$ cat src/rtl/write_queue_pkg.sv
// Shared constants for the execute-stage write queue: default geometry and FSM encodings.
package write_queue_pkg;

    localparam int WQ_DEPTH_LOG2 = 3;
    localparam int WQ_DATA_WIDTH = 32;

    localparam logic [1:0] WQ_ST_IDLE  = 2'd0;
    localparam logic [1:0] WQ_ST_ISSUE = 2'd1;
    localparam logic [1:0] WQ_ST_HOLD  = 2'd2;
    localparam logic [1:0] WQ_ST_WAIT  = 2'd3;

endpackage

$ cat src/rtl/write_queue_fifo_mem.sv
// Storage for the write queue: 2^DEPTH_LOG2 x DATA_WIDTH registers, one write port, async read.
module wq_fifo_mem #(
    parameter int DEPTH_LOG2 = 3,
    parameter int DATA_WIDTH = 32
) (
    input  logic                  clk,
    input  logic                  we_i,
    input  logic [DEPTH_LOG2-1:0] waddr_i,
    input  logic [DATA_WIDTH-1:0] wdata_i,
    input  logic [DEPTH_LOG2-1:0] raddr_i,
    output logic [DATA_WIDTH-1:0] rdata_o
);

    logic [DATA_WIDTH-1:0] mem_q [2**DEPTH_LOG2];

    always_ff @(posedge clk) begin
        if (we_i) mem_q[waddr_i] <= wdata_i;
    end

    assign rdata_o = mem_q[raddr_i];

endmodule

$ cat src/rtl/write_queue.sv
// FIFO between the execute stage and the sequential memory writer; one start pulse per word.
// Optional sticky overflow flag when WRITE_QUEUE_OVF_EN is defined.
module write_queue
    import write_queue_pkg::*;
#(
    parameter int DEPTH_LOG2 = WQ_DEPTH_LOG2,
    parameter int DATA_WIDTH = WQ_DATA_WIDTH
) (
    input  logic                  clk,
    input  logic                  reset,
    input  logic                  push,
    input  logic [DATA_WIDTH-1:0] push_data,
    output logic                  full,
    output logic                  empty,
    output logic [DEPTH_LOG2:0]   count,
    output logic                  idle,
    output logic [DATA_WIDTH-1:0] wr_data,
    output logic                  wr_start,
`ifdef WRITE_QUEUE_OVF_EN
    output logic                  overflow,
`endif
    input  logic                  wr_ready
);

    localparam logic [DEPTH_LOG2:0] DEPTH = {1'b1, {DEPTH_LOG2{1'b0}}};

    logic [DEPTH_LOG2-1:0] wr_ptr_q, wr_ptr_d;
    logic [DEPTH_LOG2-1:0] rd_ptr_q, rd_ptr_d;
    logic [DEPTH_LOG2:0]   count_q,  count_d;
    logic                  full_q, empty_q;
    logic [1:0]            state_q,  state_d;
    logic [DATA_WIDTH-1:0] wr_data_q, wr_data_d;
    logic                  wr_start_q, wr_start_d;
    logic [DATA_WIDTH-1:0] head_data;
    logic                  push_ok, pop;

    assign push_ok = push && !full_q;
    // The head leaves storage only once the writer reports it has finished with the word.
    assign pop     = (state_q == WQ_ST_WAIT) && wr_ready;

    wq_fifo_mem #(
        .DEPTH_LOG2(DEPTH_LOG2),
        .DATA_WIDTH(DATA_WIDTH)
    ) u_mem (
        .clk     (clk),
        .we_i    (push_ok),
        .waddr_i (wr_ptr_q),
        .wdata_i (push_data),
        .raddr_i (rd_ptr_q),
        .rdata_o (head_data)
    );

    always_comb begin
        wr_ptr_d = push_ok ? wr_ptr_q + DEPTH_LOG2'(1) : wr_ptr_q;
        rd_ptr_d = pop     ? rd_ptr_q + DEPTH_LOG2'(1) : rd_ptr_q;
        count_d  = count_q;
        case ({push_ok, pop})
            2'b10:   count_d = count_q + (DEPTH_LOG2+1)'(1);
            2'b01:   count_d = count_q - (DEPTH_LOG2+1)'(1);
            default: count_d = count_q;
        endcase
    end

    always_comb begin
        state_d    = state_q;
        wr_data_d  = wr_data_q;
        wr_start_d = 1'b0;
        case (state_q)
            WQ_ST_IDLE: begin
                if (!empty_q && wr_ready) begin
                    state_d    = WQ_ST_ISSUE;
                    wr_data_d  = head_data;
                    wr_start_d = 1'b1;
                end
            end
            WQ_ST_ISSUE: state_d = WQ_ST_HOLD;
            // Writer's ready may lag the start pulse by a cycle, so it is not trusted here.
            WQ_ST_HOLD:  state_d = WQ_ST_WAIT;
            WQ_ST_WAIT:  if (wr_ready) state_d = WQ_ST_IDLE;
            default:     state_d = WQ_ST_IDLE;
        endcase
    end

    always_ff @(posedge clk or negedge reset) begin
        if (!reset) begin
            wr_ptr_q   <= '0;
            rd_ptr_q   <= '0;
            count_q    <= '0;
            full_q     <= 1'b0;
            empty_q    <= 1'b1;
            state_q    <= WQ_ST_IDLE;
            wr_data_q  <= '0;
            wr_start_q <= 1'b0;
        end else begin
            wr_ptr_q   <= wr_ptr_d;
            rd_ptr_q   <= rd_ptr_d;
            count_q    <= count_d;
            full_q     <= (count_d == DEPTH);
            empty_q    <= (count_d == '0);
            state_q    <= state_d;
            wr_data_q  <= wr_data_d;
            wr_start_q <= wr_start_d;
        end
    end

`ifdef WRITE_QUEUE_OVF_EN
    logic overflow_q;

    always_ff @(posedge clk or negedge reset) begin
        if (!reset)               overflow_q <= 1'b0;
        else if (push && full_q)  overflow_q <= 1'b1;
    end

    assign overflow = overflow_q;
`endif

    assign full     = full_q;
    assign empty    = empty_q;
    assign count    = count_q;
    assign idle     = empty_q && (state_q == WQ_ST_IDLE);
    assign wr_data  = wr_data_q;
    assign wr_start = wr_start_q;

endmodule
$ cat config.mk
export PLATFORM = sky130hd
export DESIGN_NAME = write_queue
export DESIGN_NICKNAME = d
export VERILOG_FILES = /design/src/rtl/write_queue_pkg.sv /design/src/rtl/write_queue_fifo_mem.sv /design/src/rtl/write_queue.sv
export SDC_FILE = /design/constraint.sdc
export NUM_CORES = 1
export LEC_CHECK = 0
export ABC_AREA = 1
export ABC_CLOCK_PERIOD_IN_PS = 7400
export BUFFER_PORTS_ARGS = -buffer_cell sky130_fd_sc_hd__buf_2
export CORE_UTILIZATION = 35
export CTS_CLUSTER_DIAMETER = 80
export CTS_CLUSTER_SIZE = 12
export DETAILED_ROUTE_END_ITERATION = 7
export GPL_ROUTABILITY_DRIVEN = 0
export PLACE_DENSITY = 0.49
export SETUP_SLACK_MARGIN = 0.2
export SLEW_MARGIN = 20
export SYNTH_ARGS = -nofsm -noshare
export SYNTH_HDL_FRONTEND = slang
export SYNTH_SLANG_ARGS = --single-unit
export TNS_END_PERCENT = 5
$ cat constraint.sdc
create_clock -name clk -period 7.4 [get_ports clk]
set_clock_uncertainty 0.1 [all_clocks]
set_input_delay 0.37 -clock clk [delete_from_list [all_inputs] [get_ports clk]]
set_output_delay 0.37 -clock clk [all_outputs]
set_load 0.03 [all_outputs]
# Word-level counts from Yosys, hierarchy flattened
# Memories as Yosys holds them, arrays and structs flattened. A register that Yosys moved wholly into a read port is not among the register bits.
# Cells that the tools add are included.
# word_totals
register_bits	15
ramBits	256
output_inout_bits	40
wordCells	39
n_memories	1
# classes
n_addsub	4
n_eq_ne	8
mux	8
n_reduce_logical	11
# memory_table
memory	depth	width	read_ports	rd_clocked_by_memory_dff	write_ports	line_no	text
u_mem.mem_q	8	32	1	1	1	write_queue_fifo_mem.sv:14	logic [DATA_WIDTH-1:0] mem_q [2**DEPTH_LOG2];
# ops
operator	n
one-hot mux 2 bit (4 select lines)	1
one-hot mux 4 bit (2 select lines)	1
adder 3 x 1 -> 3 bit, second input constant	2
== test 2 bit, second input constant	3
adder 4 x 1 -> 4 bit, second input constant	1
== test 2 x 1 -> 1 bit, second input constant	2
== test 4 bit, second input constant	1
logical AND 1 bit	4
logical NOT 4 bit	1
2-to-1 mux 1 bit	4
2-to-1 mux 2 bit	2
inequality test 2 bit, second input constant	2
AND reduction 2 bit	2
subtractor 4 x 1 -> 4 bit, second input constant	1
logical NOT 1 bit	3
logical NOT 2 bit	1

# Longest topological paths before layout
# logic_depth
word_depth	5
depth_mapped	13

# Cells and area by module
# Synthesis repeated with hierarchy kept, for this count alone.
# hier_totals
cells_unflattened	1357
hier_area_um2	13286.5
# modules_own_cells
module	n_inst	cells_each	area_per_inst_um2	seq_area_each_um2
wq_fifo_mem	1	1124	11232.0	7687.4
write_queue	1	233	2054.5	1177.4

# Worst setup path before layout
# No wires, ideal clock.
# synth_path
path_kind	register to register
from	register full_q, in the netlist full
to	memory u_mem.mem_q[0][0], enable pin
setup_time_ps	421
arrival_ps	2332
required_ps	6879
slack_ps	4547
path_stages_with_launch	5
n_path_buf	0
cell_sequence	dfrtp_1 -> clkinv_1 -> nand2_2 -> or2_2 -> nor2_1
# synth_via
elab_chain_cells	4
# synth_rtl
element	line_no	text
from (decl)	write_queue.sv:30	logic full_q, empty_q;
from (signal assigned)	write_queue.sv:98	full_q <= (count_d == DEPTH);
logical NOT 1 bit	write_queue.sv:37	assign push_ok = push && !full_q;
logical AND 1 bit	write_queue.sv:37	
2-to-1 mux 1 bit	write_queue_fifo_mem.sv:17	if (we_i) mem_q[waddr_i] <= wdata_i;
2-to-1 mux 1 bit (not written as such)	write_queue_fifo_mem.sv:17	
to (decl)	write_queue_fifo_mem.sv:14	
# Every way passes these cells.

==> out/metrics.cfg <==
[clocking]
cts_root_buffer = clkbuf_16
cts.sinks = 303
path_clk_slew_ns = 0.07
numCtsBuffers = 29
cts_resized = 0
cts_buffer_depth = 3
cts_tree = done
clk_latency_ns = 0.55
cts_max_level = 1

[route]
wl_per_cell_um = 20.4
antenna_left = 0
drc = 0
drt_iter0_markers = 614
wl_mm = 29.3
dr.pass1.iters = 5
routed-via-count = 7339
via_per_inst = 5.12

[worst_setup_path]
critical_path_depth = 6
cp.arrival_ns = 3.26
critical-path-slowest-cell = buf_4
endpoint_kind = register
ff2ff_path_depth = 6
crit_required_ns = 7.79
cpPeakStageDelay_ns = 0.77
startpoint_type = register
path_cells = inv_4, buf_4, o21ai_0, o221ai_1, nand3_1, nand2_1
worstSetupPathType = register to register
crit_family = buffers and inverters
critical_path_buf_inv_count = 2
crit_fanout = 72

[pwr]
ir_drop_mv = 0.187
p_per_area_mw_per_mm2 = 395
leakage_nw = 4.79
finalPower_mw = 5.41

[die]
core_area_mm2 = 0.0328
die_area_mm2 = 0.0344
initial_core_util_pct = 35.9
die_y_um = 185
io_pins = 76
die_w_um = 185
num_rows = 66

[timing]
slew_violations = 0
finalCriticalPeriod_ns = 2.86
worst_pin_slew_ns = 0.922
final_hold_viol_count = 0
final.setup.tns_ns = 0
hold_slack_ns = 0.0179
max_slew_margin_pct = 38.5
setup_viol_count_final = 0
rsz0062_at_grt = false
max_freq_mhz = 349
finalCritPeriodShare_pct = 38.7

[synth]
syn_area_per_cell_um2 = 13.4
ys_warn_count = 0
synth_nets = 920
synth-seq-cells = 303
async_flop_share_pct = 15.5
synth-main-ff-cell = edfxtp_1
synth_seq_area_share_pct = 75.3
syn_inst = 877
syn_area_mm2 = 0.0118
synth-edff-count = 256
yosysUniqueCellTypes = 28

[final_layout]
layout-area-overhead-vs-synth_pct = 16.4
final_common_cell = edfxtp_1
final_cell_mix = edfxtp_1 (256), nor2_1 (134), o21ai_0 (116)
n_antenna_cell = 0
final_layout_size_suffix_gt1_share_pct = 14.4
nNetsFinal = 1011

[global_route]
antenna_found_initial = 1
grt_pass1_wl_mm = 44.8
grt_max_degree = 73
track_usage_pct = 17.5
grt_pass1_vias = 7407
gr-total-overflow = 0

[job]
maxCapViolations = 0

[outcome]
outcome = completed

[min_path]
hold_depth = 1
hp-class = input pin to register

[placement]
place_hpwl_mm = 14.4
portBuffers = 75

## repair_timing
item | 4_1_cts | 5_1_grt
endpoints found under the hold margin | 239 | 0
buffers inserted | 0 | 0
hold buffers | 27 | 0
## where the power goes
| group | total (mW) | internal [mW] | switching (mW) | leakage, nW |
|---|---|---|---|---|
| registers | 2.34 | 2.18 | 0.169 | 2.90 |
| logic | 1.71 | 0.471 | 1.24 | 1.49 |
| clock network | 1.35 | 0.739 | 0.615 | 0.395 |
| total | 5.41 | 3.39 | 2.03 | 4.79 |
## layer usage
| metal | GRT usage, % | share of wire [%] |
|---|---|---|
| met1 | 24.0 | 46 |
| met2 | 29.4 | 48 |
| met3 | 2.32 | 4.2 |
| met4 | 4.30 | 1.8 |
| met5 | 0 | 0.058 |
## final timing paths
kind | start | end | slack, ns
worst max register to register | rd_ptr_q[0]$_DFFE_PN0P_ | wr_data[9]$_DFFE_PN0P_ | 4.54
worst min register to register | wr_data[19]$_DFFE_PN0P_ | wr_data[19]$_DFFE_PN0P_ | 0.40
worst min-delay path | push_data[5] | u_mem.mem_q[3][5]$_DFFE_PP_ | 0.02
min in group asynchronous | reset | count[1]$_DFF_PN0_ | 0.45
max in group asynchronous | reset | rd_ptr_q[0]$_DFFE_PN0P_ | 6.14
worst max-delay path | rd_ptr_q[0]$_DFFE_PN0P_ | wr_data[9]$_DFFE_PN0P_ | 4.54
## cell usage after synthesis, types with 2 or more instances
| cell | number | share of area, % |
|---|---|---|
| a21oi_1 | 4 | 0.17 |
| buf_1 | 2 | 0.064 |
| o21ai_1 | 48 | 2.0 |
| clkbuf_1 | 31 | 0.99 |
| o22ai_1 | 15 | 0.80 |
| dfrtp_1 | 46 | 9.8 |
| nand2_1 | 63 | 2.0 |
| buf_4 | 8 | 0.51 |
| inv_1 | 14 | 0.45 |
| inv_2 | 6 | 0.19 |
| xor2_1 | 3 | 0.22 |
| nand3_1 | 26 | 1.1 |
| buf_6 | 4 | 0.38 |
| edfxtp_1 | 256 | 65 |
| o221ai_1 | 49 | 3.6 |
| o211ai_1 | 15 | 0.96 |
| ha_1 | 7 | 0.74 |
| xnor2_1 | 2 | 0.15 |
| or2_2 | 2 | 0.11 |
| nor2_1 | 142 | 4.5 |
| o21ai_0 | 116 | 4.9 |
| buf_2 | 12 | 0.51 |
## per-stage QoR
step           std cells  worst slack [ns]  utilization, %  instance area [um^2]
6_report            1433              4.54            41.8                 13700
5_1_grt             1433              4.31            41.8                 13700
4_1_cts             1433              4.54            41.8                 13700
3_5_place_dp        1352              4.54            38.4                 12600
3_3_place_gp        1352              4.61            38.4                 12600
2_1_floorplan        877              4.55               -                 11800
## area by class of cell
cell class / count / area (um^2)
clock buffer: 52 / 812
timing repair buffer: 117 / 758
fill: 3078 / 19100
tap: 442 / 553
clock inverter: 2 / 20.0
inverter: 21 / 81.3
sequential: 303 / 8870
multi-input combinational: 496 / 2610
## flip-flops by register name, summed over array words and instances, names as in the netlist
signal / cells
full: 1
rd_ptr_q: 3
count: 4
wr_ptr_q: 3
u_mem.mem_q: 256
empty: 1
state_q: 2
wr_start: 1
wr_data: 32
## cells by family after synthesis
kind of cell | synth area share, %
buffers and inverters | 3.12
adder cells (fa/ha/maj) | 0.744
AO/OA/AOI/OAI | 12.5
AND/OR/NAND/NOR | 7.95
flip-flops | 75.3
XOR/XNOR | 0.372
(Power assumes the default switching activity.)
